[src/rtl/control_pkg.sv]
// Shared control definitions: opcodes, ALU operation codes, ALUControl and
// ResultSrc encodings, immediate selects and the per-stage control bundle.
package control_pkg;

  localparam logic [6:0] OP_LW  = 7'b0000011;
  localparam logic [6:0] OP_SW  = 7'b0100011;
  localparam logic [6:0] OP_R   = 7'b0110011;
  localparam logic [6:0] OP_I   = 7'b0010011;
  localparam logic [6:0] OP_BEQ = 7'b1100011;
  localparam logic [6:0] OP_JAL = 7'b1101111;

  localparam logic [1:0] ALUOP_ADD   = 2'b00;
  localparam logic [1:0] ALUOP_SUB   = 2'b01;
  localparam logic [1:0] ALUOP_FUNCT = 2'b10;

  localparam logic [3:0] ALU_ADD  = 4'b0000;
  localparam logic [3:0] ALU_SUB  = 4'b0001;
  localparam logic [3:0] ALU_AND  = 4'b0010;
  localparam logic [3:0] ALU_OR   = 4'b0011;
  localparam logic [3:0] ALU_XOR  = 4'b0100;
  localparam logic [3:0] ALU_SLT  = 4'b0101;
  localparam logic [3:0] ALU_SLL  = 4'b0110;
  localparam logic [3:0] ALU_SRL  = 4'b0111;
  localparam logic [3:0] ALU_SRA  = 4'b1000;
  localparam logic [3:0] ALU_SLTU = 4'b1001;

  localparam logic [1:0] RES_ALU = 2'b00;
  localparam logic [1:0] RES_MEM = 2'b01;
  localparam logic [1:0] RES_PC4 = 2'b10;

  localparam logic [1:0] IMM_I = 2'b00;
  localparam logic [1:0] IMM_S = 2'b01;
  localparam logic [1:0] IMM_B = 2'b10;
  localparam logic [1:0] IMM_J = 2'b11;

  typedef struct packed {
    logic       valid;
    logic       reg_write;
    logic [1:0] result_src;
    logic       mem_write;
    logic       alu_src;
    logic       branch;
    logic       jump;
    logic [3:0] alu_control;
  } ctrl_bundle_t;

  localparam int CTRL_W = $bits(ctrl_bundle_t);
  localparam ctrl_bundle_t BUBBLE = ctrl_bundle_t'(12'h000);

endpackage

[src/rtl/ctrl_decode.sv]
// Combinational main + ALU decoder producing the Decode-stage control bundle.
module ctrl_decode
  import control_pkg::*;
#(
  parameter int ALU_CTRL_W = 3,
  parameter int EXT_OPS    = 0,
  parameter int JUMP_EN    = 1
) (
  input  logic [6:0]        op,
  input  logic [2:0]        funct3,
  input  logic [6:0]        funct7,
  output logic [CTRL_W-1:0] bundle,
  output logic [1:0]        imm_src,
  output logic              illegal
);

  // Extended ops need the 4-bit ALUControl encoding to be representable.
  localparam logic EXT_EN = (EXT_OPS == 1) && (ALU_CTRL_W == 4);

  ctrl_bundle_t main_s;
  ctrl_bundle_t out_s;
  logic [1:0]   aluop_s;
  logic         is_r_s;
  logic [3:0]   alu_ctrl_s;
  logic         unused_s;

  // Main decoder: opcode to control fields, immediate select and legality.
  always_comb begin
    main_s  = BUBBLE;
    aluop_s = ALUOP_ADD;
    is_r_s  = 1'b0;
    imm_src = IMM_I;
    illegal = 1'b0;
    case (op)
      OP_LW: begin
        main_s.valid      = 1'b1;
        main_s.reg_write  = 1'b1;
        main_s.result_src = RES_MEM;
        main_s.alu_src    = 1'b1;
      end
      OP_SW: begin
        main_s.valid     = 1'b1;
        main_s.mem_write = 1'b1;
        main_s.alu_src   = 1'b1;
        imm_src          = IMM_S;
      end
      OP_R: begin
        main_s.valid     = 1'b1;
        main_s.reg_write = 1'b1;
        aluop_s          = ALUOP_FUNCT;
        is_r_s           = 1'b1;
      end
      OP_I: begin
        main_s.valid     = 1'b1;
        main_s.reg_write = 1'b1;
        main_s.alu_src   = 1'b1;
        aluop_s          = ALUOP_FUNCT;
      end
      OP_BEQ: begin
        main_s.valid  = 1'b1;
        main_s.branch = 1'b1;
        aluop_s       = ALUOP_SUB;
        imm_src       = IMM_B;
      end
      OP_JAL: begin
        if (JUMP_EN == 1) begin
          main_s.valid      = 1'b1;
          main_s.reg_write  = 1'b1;
          main_s.result_src = RES_PC4;
          main_s.jump       = 1'b1;
          imm_src           = IMM_J;
        end else begin
          illegal = 1'b1;
        end
      end
      default: illegal = 1'b1;
    endcase
  end

  // ALU decoder: only R-type may subtract; funct7[5] splits sra from srl.
  always_comb begin
    alu_ctrl_s = ALU_ADD;
    case (aluop_s)
      ALUOP_ADD: alu_ctrl_s = ALU_ADD;
      ALUOP_SUB: alu_ctrl_s = ALU_SUB;
      ALUOP_FUNCT: begin
        case (funct3)
          3'b000: begin
            if (is_r_s && funct7[5]) alu_ctrl_s = ALU_SUB;
            else                     alu_ctrl_s = ALU_ADD;
          end
          3'b010: alu_ctrl_s = ALU_SLT;
          3'b110: alu_ctrl_s = ALU_OR;
          3'b111: alu_ctrl_s = ALU_AND;
          3'b100: begin
            if (EXT_EN) alu_ctrl_s = ALU_XOR;
            else        alu_ctrl_s = ALU_ADD;
          end
          3'b001: begin
            if (EXT_EN) alu_ctrl_s = ALU_SLL;
            else        alu_ctrl_s = ALU_ADD;
          end
          3'b101: begin
            if (EXT_EN) alu_ctrl_s = funct7[5] ? ALU_SRA : ALU_SRL;
            else        alu_ctrl_s = ALU_ADD;
          end
          3'b011: begin
            if (EXT_EN) alu_ctrl_s = ALU_SLTU;
            else        alu_ctrl_s = ALU_ADD;
          end
          default: alu_ctrl_s = ALU_ADD;
        endcase
      end
      default: alu_ctrl_s = ALU_ADD;
    endcase
  end

  // Merge ALU selection into the main bundle.
  always_comb begin
    out_s             = main_s;
    out_s.alu_control = alu_ctrl_s;
  end

  assign bundle   = out_s;
  assign unused_s = ^{funct7[6], funct7[4:0]};

endmodule

[src/rtl/control_unit_pipe.sv]
// Pipelined control unit: decodes in D and carries control through E, M, W.
module control_unit_pipe
  import control_pkg::*;
#(
  parameter int ALU_CTRL_W = 3,
  parameter int EXT_OPS    = 0,
  parameter int JUMP_EN    = 1
) (
  input  logic                  clk,
  input  logic                  rst,
  input  logic [6:0]            Op,
  input  logic [2:0]            funct3,
  input  logic [6:0]            funct7,
  input  logic                  StallE,
  input  logic                  FlushE,
  input  logic                  ZeroE,
  output logic [1:0]            ImmSrcD,
  output logic                  IllegalD,
  output logic                  RegWriteE,
  output logic                  RegWriteM,
  output logic                  RegWriteW,
  output logic [1:0]            ResultSrcE,
  output logic [1:0]            ResultSrcM,
  output logic [1:0]            ResultSrcW,
  output logic                  MemWriteE,
  output logic                  MemWriteM,
  output logic                  ALUSrcE,
  output logic [ALU_CTRL_W-1:0] ALUControlE,
  output logic                  PCSrcE,
  output logic                  ValidW
);

  logic [CTRL_W-1:0] dec_bits_s;
  ctrl_bundle_t      dec_s;
  ctrl_bundle_t      e_r;
  ctrl_bundle_t      m_r;
  ctrl_bundle_t      w_r;
  logic              stall_only_s;
  logic              unused_s;

  ctrl_decode #(
    .ALU_CTRL_W(ALU_CTRL_W),
    .EXT_OPS   (EXT_OPS),
    .JUMP_EN   (JUMP_EN)
  ) u_decode (
    .op     (Op),
    .funct3 (funct3),
    .funct7 (funct7),
    .bundle (dec_bits_s),
    .imm_src(ImmSrcD),
    .illegal(IllegalD)
  );

  assign dec_s = ctrl_bundle_t'(dec_bits_s);
  // A flush overrides the stall, so M only sees a bubble for a pure stall.
  assign stall_only_s = StallE & ~FlushE;

  // Execute register: flush beats stall, stall holds, otherwise capture.
  always_ff @(posedge clk or posedge rst) begin
    if (rst)         e_r <= BUBBLE;
    else if (FlushE) e_r <= BUBBLE;
    else if (StallE) e_r <= e_r;
    else             e_r <= dec_s;
  end

  // Memory and Writeback registers advance every cycle.
  always_ff @(posedge clk or posedge rst) begin
    if (rst) begin
      m_r <= BUBBLE;
      w_r <= BUBBLE;
    end else begin
      m_r <= stall_only_s ? BUBBLE : e_r;
      w_r <= m_r;
    end
  end

  assign RegWriteE   = e_r.reg_write;
  assign RegWriteM   = m_r.reg_write;
  assign RegWriteW   = w_r.reg_write;
  assign ResultSrcE  = e_r.result_src;
  assign ResultSrcM  = m_r.result_src;
  assign ResultSrcW  = w_r.result_src;
  assign MemWriteE   = e_r.mem_write;
  assign MemWriteM   = m_r.mem_write;
  assign ALUSrcE     = e_r.alu_src;
  assign ALUControlE = e_r.alu_control[ALU_CTRL_W-1:0];
  assign ValidW      = w_r.valid;
  assign PCSrcE      = (e_r.branch & ZeroE) | e_r.jump;

  assign unused_s = ^{e_r.alu_control[3], m_r.alu_control, m_r.alu_src, m_r.branch,
                      m_r.jump, w_r.mem_write, w_r.alu_src, w_r.branch, w_r.jump,
                      w_r.alu_control};

endmodule
[config.mk]
export PLATFORM = sky130hd
export DESIGN_NAME = control_unit_pipe
export DESIGN_NICKNAME = d
export VERILOG_FILES = /design/src/rtl/control_pkg.sv /design/src/rtl/ctrl_decode.sv /design/src/rtl/control_unit_pipe.sv
export SDC_FILE = /design/constraint.sdc
export NUM_CORES = 1
export LEC_CHECK = 0
export ABC_AREA = 1
export BUFFER_PORTS_ARGS = -buffer_cell sky130_fd_sc_hd__buf_2
export CELL_PAD_IN_SITES_DETAIL_PLACEMENT = 1
export CELL_PAD_IN_SITES_GLOBAL_PLACEMENT = 2
export CORE_ASPECT_RATIO = 0.7
export CORE_MARGIN = 10
export CORE_UTILIZATION = 27
export DETAILED_ROUTE_END_ITERATION = 12
export PLACE_DENSITY_LB_ADDON = 0.15
export SYNTH_ARGS = -nofsm -noshare
export SYNTH_HDL_FRONTEND = slang
export SYNTH_SLANG_ARGS = --single-unit
[constraint.sdc]
create_clock -name clk -period 1.5 [get_ports clk]
set_input_delay 0 -clock clk [delete_from_list [all_inputs] [get_ports clk]]
set_output_delay 0 -clock clk [all_outputs]
set_load 0.05 [all_outputs]
==> results_dict.tcl, run 1 <==
set metrics [dict create \
    outcome "finished, final reports clean" \
    fp.dieH_um 69.9 \
    final_max_slew_viol_count 0 \
    clock_sinks 19 \
    p_total_uw 965 \
    worst_path_dominant_cell_family "flip-flops" \
    grt_max_degree 20 \
    power.share.sequential_pct 53.4 \
    r2r_cells 2 \
    comb_power_share_pct 10.7 \
    setup_tns_ps 0 \
    min_path_cells 3 \
    viasPerCell 4.02 \
    wirelength_um 2370 \
    track_usage_pct 8.19 \
    period_share_pct 65.6 \
    cp.required_ps 1500 \
    path_class "reg2out" \
    yosys.area.top_type "dfrtp_1" \
    start_kind "flip-flop" \
    clk_latency_ps 240 \
    clock.fmax_mhz 1020 \
    crit_arrival_ps 980 \
    num_vias 764 \
    maxCapViolCount 0 \
    power_per_cell_area_nw_per_um2 803 \
    p_int_uw 736 \
    antenna_found_initial 0 \
    p_clk_share_pct 35.9 \
    fin_area_um2 1200 \
    p_leak_uw 0.000707 \
    io_pins 42 \
    synth_top_area_share_pct 49.4 \
    cpMaxStageDelayCell "dfrtp_1" \
    rows 18 \
    cp_num_cells 3 \
    numPortBuffers 35 \
    reg2reg_from "MemWriteE" \
    end_kind "output pin" \
    grt_pass1_vias 880 \
    drt-wirelength-per-cell_um 12.5 \
    fillCellCount 441 \
    synth_cell_type_count 21 \
    path_buf_inv 2 \
    clk_pin_slew_ps 70 \
    switching_power_uw 230 \
    p_sw_share_pct 23.8 \
    avgSynthCellArea_um2 8.99 \
    reg2reg_slack_ps 820 \
    drive_above_1_share_pct 41.4 \
    cpPeakStageDelay_ps 370 \
    synthToLayoutAreaGrowth_pct 25.0 \
    hold_end "ALUControlE[1]" \
    gp_congestion 0.703 \
    path_cells "inv_1 -> nand2_1 -> buf_2" \
    synthesis.area_um2 962 \
    placed_area_um2 1150 \
    antenna_left 0 \
    min_from "funct3[1]" \
    yosys_register_bits 19 \
    start_util_pct 27.7 \
    finalHoldViolations 0 \
    hold_ws_ps 40.2 \
    cts_inserted_buffers 3 \
    core_um2 3470 \
    rsz0062_at_grt "no" \
    root_buffer "clkbuf_8" \
    hp-class "in2reg" \
    ys_warn_count 0 \
    die_x_um 91.4 \
    timing.rr.end "MemWriteE" \
    cts_tree "yes" \
    clk_path_buf_depth 2 \
    slew_headroom_pct 52.5 \
    ir_drop_uv 254 \
    drc 0 \
    synth.area.top_cells "dfrtp_1, nand2_1, buf_4, inv_1, ha_1" \
    synth_cells 107 \
    cts_max_level 1 \
    cp_max_fo 3 \
    grt_pass1_wl_um 4230 \
    setup_viol 0 \
    final_net_count 166 \
    dieArea_um2 6390 \
    min_period_ps 984 \
    syn_nets 132 \
    dr.pass1.iters 3 \
    antenna_cells 0 \
    drt_iter0_markers 13 \
    worst_slew_pin_slew_ps 712 \
    dpl.hpwl_um 1990 \
    finalClockSkew_ps 0.202 \
    seq_area_frac_synth_pct 49.4 \
    grt.overflow.total 0 \
]
## cells by family (layout without fill, tap and decap cells)
logic type	count (synthesis)	after routing	share of synthesized area, %
adders and majority gates	3	3	3.90
and+or+nand+nor	47	47	26.0
DFF	19	19	49.4
AOI/OAI and AO/OA	9	9	6.24
buffers and inverters	29	62	14.4
## synth_stat cells
master / count
nand2_1: 20
dfrtp_1: 19
inv_1: 15
nor2_1: 9
buf_4: 8
nand2_2: 6
inv_2: 5
nand3_1: 5
ha_1: 3
o21ai_0: 3
nand3_2: 2
nor2_4: 2
o21ai_1: 2
clkinv_1: 1
nand4_1: 1
nor2_8: 1
nor3_2: 1
o211ai_1: 1
o21ai_2: 1
o22ai_1: 1
o22ai_2: 1
## power groups by stage
| stage | sequential, uW | clock [uW] | combinational (uW) |
|---|---|---|---|
| floorplan | 530 | 0 | 58.2 |
| global placement | 525 | 0 | 103 |
| detailed placement | 525 | 0 | 105 |
| CTS | 515 | 362 | 107 |
| global route | 515 | 394 | 118 |
| finish | 515 | 347 | 103 |
## worst min-delay path: stages
cell and delay, ps:
buf_2 110, nand4_1 90, nand2_1 50
## sequential cells by signal, summed over array words and instances (netlist names)
signal	count
RegWriteW	1
ResultSrcE	1
ALUSrcE	1
ResultSrcW	2
MemWriteE	1
RegWriteE	1
e_r	3
ValidW	1
m_r	1
RegWriteM	1
ALUControlE	3
ResultSrcM	2
MemWriteM	1
## timing repair
item	4_1_cts	5_1_grt
endpoints found under the hold margin	19	0
endpoints found under the setup margin	0	0
gates resized for setup	0	0
buffers inserted	0	0
hold buffers	1	0
## final cells by class
type | count | area [um2] | area share, %
Multi-Input combinational cell | 59 | 348 | 28.9
Clock buffer | 4 | 45.0 | 3.75
Inverter | 21 | 78.8 | 6.56
Tap cell | 50 | 62.6 | 5.20
Timing Repair Buffer | 37 | 193 | 16.0
Sequential cell | 19 | 475 | 39.5
## through the flow
step / cells / util (%) / setup slack, ps
after floorplan: 107 / - / 535
after global placement: 185 / 33.1 / 289
after detailed placement: 185 / 33.1 / 242
after CTS: 190 / 34.7 / 491
after global routing: 190 / 34.7 / 380
final: 190 / 34.7 / 516
## worst max-delay path by stage
stage | start | end
after floorplan | MemWriteE | MemWriteE
after global placement | Op[4] | ALUControlE[1]
after detailed placement | Op[4] | ALUControlE[1]
after CTS | e_r[4] | PCSrcE
after global routing | Op[4] | ALUControlE[1]
final | e_r[4] | PCSrcE
## layer usage
metal | track usage (%) | part of all wire, % | routed length [um]
met1 | 9.63 | 45 | 1080
met2 | 13.0 | 46 | 1090
met3 | 2.45 | 6.8 | 162
met4 | 4.68 | 1.7 | 41
met5 | 0 | 0 | 0
## cells in the final DEF (no fill, tap or decap), drive strengths merged
cell type | netlist | final
buf | 8 | 36
clkbuf | 0 | 4
clkinv | 1 | 1
dfrtp | 19 | 19
dlygate4sd3 | 0 | 1
ha | 3 | 3
inv | 20 | 20
nand2 | 26 | 26
nand3 | 7 | 7
nand4 | 1 | 1
nor2 | 12 | 12
nor3 | 1 | 1
o211ai | 1 | 1
o21ai | 6 | 6
o22ai | 2 | 2
(Power assumes the default switching activity.)
==> run 2: changes to the inputs <==
CORE_UTILIZATION = 23   (was 27)
clock period = 0.8 ns   (was 1.5 ns; I/O delays follow)
==> results_dict.tcl, run 2 (synthesized netlist as in run 1, its figures left out) <==
set metrics [dict create \
    outcome "finished with violations" \
    violations "setup timing" \
    track_usage_pct 8.42 \
    start_util_pct 24.2 \
    dieArea_um2 7210 \
    final_net_count 190 \
    root_buffer "clkbuf_8" \
    worst_path_dominant_cell_family "flip-flops" \
    timing.rr.end "RegWriteE" \
    fin_area_um2 1750 \
    clock_sinks 19 \
    crit_arrival_ps 940 \
    crit_start "e_r[4]" \
    clk_path_buf_depth 2 \
    wirelength_um 2990 \
    p_leak_uw 0.000939 \
    min_period_ps 936 \
    drt_iter0_markers 35 \
    grt_pass1_vias 1027 \
    grt_max_degree 20 \
    final_common_cell "buf_6" \
    ir_drop_uv 629 \
    cts_max_level 1 \
    postLayoutCoreUtil_pct 44.1 \
    cts_tree "yes" \
    antenna_left 0 \
    path_buf_inv 2 \
    finalClockSkew_ps 0.933 \
    die_x_um 97.3 \
    cp_num_cells 3 \
    place_ws_ps -328 \
    viasPerCell 4.09 \
    start_kind "flip-flop" \
    cp_max_fo 2 \
    clock.fmax_mhz 1070 \
    dpl.hpwl_um 2270 \
    final_cell_mix "buf_6, buf_4, dfrtp_1, nand2_1" \
    fillCellCount 444 \
    placed_area_um2 1340 \
    period_share_pct 117 \
    multi_input_area_um2 458 \
    drive_above_1_share_pct 62.8 \
    path_cells "inv_2 -> nand2_2 -> buf_8" \
    slew_headroom_pct 79.3 \
    min_path_cells 3 \
    drc 0 \
    synthToLayoutAreaGrowth_pct 82.1 \
    maxCapViolCount 0 \
    path_class "reg2out" \
    power_per_cell_area_nw_per_um2 1130 \
    hp-class "in2reg" \
    p_total_uw 1970 \
    finalWorstSetupSlack_ps -136 \
    hold_ws_ps 10.3 \
    clk_latency_ps 250 \
    finalHoldViolations 0 \
    crit_end "PCSrcE" \
    clk_pin_slew_ps 70 \
    setup_viol 14 \
    dr.pass1.iters 4 \
    cpMaxStageDelayCell "dfrtp_1" \
    antenna_found_initial 0 \
    gp_congestion 0.711 \
    grt_pass1_wl_um 5000 \
    io_pins 42 \
    cts_inserted_buffers 3 \
    core_um2 3970 \
    antenna_cells 0 \
    cp.required_ps 800 \
    num_vias 884 \
    r2r_cells 3 \
    reg2reg_slack_ps 10 \
    cpPeakStageDelay_ps 400 \
    fp.dieH_um 74.1 \
    end_kind "output pin" \
    rsz0062_at_grt "yes" \
    reg2reg_from "RegWriteE" \
    ff_latch_area_um2 479 \
    grt.overflow.total 0 \
    numPortBuffers 35 \
    final_max_slew_viol_count 0 \
    drt-wirelength-per-cell_um 13.9 \
    rows 19 \
    worst_slew_pin_slew_ps 309 \
]
-- run 2: repair_timing --
action | CTS | global route
hold endpoints to repair | 19 | 0
pin swaps | 12 | 8
setup buffers | 7 | 4
endpoints found under the setup margin | 23 | 26
hold buffers | 1 | 0
resized for setup | 70 | 14
-- run 2: through the flow --
| step | setup TNS [ps] | cells |
|---|---|---|
| 6_report | -472 | 216 |
| 5_1_grt | -1250 | 216 |
| 4_1_cts | -536 | 213 |
| 3_5_place_dp | -2570 | 201 |
| 3_3_place_gp | -2370 | 201 |
| 2_1_floorplan | -76.1 | 107 |
-- run 2: worst min-delay path by stage --
stage	start	slack, ps	end
4_1_cts	funct3[1]	5	ALUControlE[1]
2_1_floorplan	rst	-50	ALUControlE[0]
5_1_grt	funct3[1]	4	ALUControlE[1]
3_3_place_gp	rst	30	ALUControlE[0]
6_report	funct3[1]	10	ALUControlE[1]
3_5_place_dp	rst	40	ALUControlE[0]
-- run 2: cell type report --
type                       count  area share [%]
tap                           52            3.71
inverter                      21            7.14
timing repair buffer          61            33.0
clock buffer                   3            2.36
sequential                    19            27.4
clock inverter                 1           0.286
multi-input combinational     59            26.1
-- run 2: worst reg2reg max path: stages (launching register included) --
cell and delay, ps:
dfrtp_2 420, buf_6 120, inv_4 40, o211ai_1 90
-- run 2: metal layers --
layer  vias to the layer above  part of all wire (%)  global-route usage, %  wire, um
met4                         0                     0                   1.45         0
li1                        431                     -                      -         -
met5                         -                     0                      0         0
met3                         0                   7.3                   3.98       218
met1                       431                    43                   9.56      1270
met2                        22                    50                   14.6      1500
-- run 2: report_power, final --
group / switching, uW / internal (uW) / leakage, uW
Sequential: 2.23 / 965 / 0.000260
Clock: 312 / 346 / 0.0000255
Combinational: 192 / 158 / 0.000653
==> run 3: changes to the inputs <==
CORE_UTILIZATION = 27   (was 23)
SLEW_MARGIN = 25   (was default)
clock period = 1.13 ns   (was 0.8 ns; I/O delays follow)
==> results_dict.tcl, run 3 (synthesized netlist as in run 1, its figures left out) <==
set metrics [dict create \
    grt_pass1_vias 916 \
    clk_latency_ps 260 \
    dieArea_um2 6390 \
    instances_no_fill 196 \
    worst_path_dominant_cell_family "flip-flops" \
    cts_max_level 1 \
    clock_sinks 19 \
    final_max_slew_viol_count 0 \
    drc 0 \
    track_usage_pct 8.46 \
    cts_setup_buffers 0 \
    p_clk_share_pct 36.2 \
    fp.dieH_um 69.9 \
    place_inst 191 \
    p_sw_share_pct 24.9 \
    final_common_cell "buf_2" \
    finalHoldViolations 0 \
    min_period_ps 989 \
    grt_pass1_wl_um 4440 \
    cpMaxStageDelayCell "dfrtp_1" \
    dr.pass1.iters 4 \
    hold_ws_ps 27.9 \
    drt_iter0_markers 11 \
    antenna_found_initial 0 \
    power.share.sequential_pct 52.4 \
    cpPeakStageDelay_ps 380 \
    postLayoutCoreUtil_pct 36.0 \
    core_um2 3470 \
    cts_inserted_buffers 3 \
    clock.fmax_mhz 1010 \
    cp.required_ps 1130 \
    comb_power_share_pct 11.4 \
    root_buffer "clkbuf_8" \
    p_int_uw 980 \
    synthToLayoutAreaGrowth_pct 29.8 \
    finalClockSkew_ps 6.72 \
    fillCellCount 450 \
    path_class "reg2out" \
    rows 18 \
    dpl.hpwl_um 2050 \
    worst_slew_pin_slew_ps 262 \
    cts_tree "yes" \
    clk_pin_slew_ps 80 \
    final_cell_mix "buf_2, nand2_1, dfrtp_1, inv_1, nor2_1" \
    path_buf_inv 2 \
    reg2reg_slack_ps 440 \
    crit_arrival_ps 990 \
    die_x_um 91.4 \
    num_vias 786 \
    final_net_count 172 \
    numPortBuffers 35 \
    wirelength_um 2440 \
    drt-wirelength-per-cell_um 12.4 \
    start_kind "flip-flop" \
    fin_area_um2 1250 \
    grt_max_degree 20 \
    outcome "finished, final reports clean" \
    setup_viol 0 \
    cts.repair.resized 0 \
    antenna_left 0 \
    antenna_cells 0 \
    switching_power_uw 325 \
    gp_congestion 0.716 \
    path_cells "inv_1 -> nand2_1 -> buf_2" \
    io_pins 42 \
    hp-class "in2reg" \
    slew_headroom_pct 82.7 \
    p_leak_uw 0.000738 \
    grt.overflow.total 0 \
    end_kind "output pin" \
    rsz0062_at_grt "no" \
    maxCapViolCount 0 \
    start_util_pct 27.7 \
    ir_drop_uv 305 \
    period_share_pct 87.5 \
    drive_above_1_share_pct 44.5 \
    clk_path_buf_depth 2 \
    placed_area_um2 1190 \
    viasPerCell 4.01 \
    power_per_cell_area_nw_per_um2 1040 \
    cp_max_fo 3 \
]
[run 3: power by group through the flow]
| stage | registers (uW) | clock network, uW | logic (uW) |
|---|---|---|---|
| after floorplan | 703 | 0 | 77.2 |
| final | 684 | 473 | 148 |
| after CTS | 683 | 494 | 153 |
| after global routing | 684 | 520 | 170 |
| after detailed placement | 697 | 0 | 150 |
| after global placement | 697 | 0 | 148 |
[run 3: per-layer routing]
metal | GRT usage, % | share of wire [%]
met3 | 3.31 | 6.2
met1 | 9.26 | 46
met2 | 14.5 | 46
met5 | 0 | 0
met4 | 3.12 | 1.1
[run 3: worst reg2reg max path: cells and delay by family, from the launching register on]
| family | cells | cell delay [ps] |
|---|---|---|
| AO/OA/AOI/OAI | 1 | 90 |
| flip-flops | 1 | 380 |
| buffers and inverters | 1 | 100 |
[run 3: final timing paths]
kind	startpoint	end	cells after the start
max	e_r[4]	PCSrcE	3
min in group asynchronous	rst	RegWriteE	4
min	funct3[1]	ALUControlE[1]	3
max in group asynchronous	rst	RegWriteM	4
max reg2reg	e_r[4]	e_r[4]	2
min reg2reg	m_r[11]	ValidW	0
[run 3: timing repair]
| action | 4_1_cts | 5_1_grt |
|---|---|---|
| endpoints found under the setup margin | 0 | 0 |
| hold buffers | 1 | 0 |
| endpoints found under the hold margin | 19 | 0 |
[run 3: stage by stage]
step	TNS [ps]	total power (uW)	setup slack (ps)
detailed placement	-43.4	847	-43.4
global placement	-11.4	845	-11.4
finish	0	1300	141
floorplan	0	780	165
global route	0	1370	55.1
CTS	0	1330	114
[run 3: layout make-up]
type	instances	area, um2	area share, %
multi-input combinational	59	348	27.9
clock inverter	1	5.00	0.401
tap	50	62.6	5.01
sequential	19	475	38.1
inverter	21	78.8	6.31
timing repair buffer	43	238	19.0
clock buffer	3	41.3	3.31
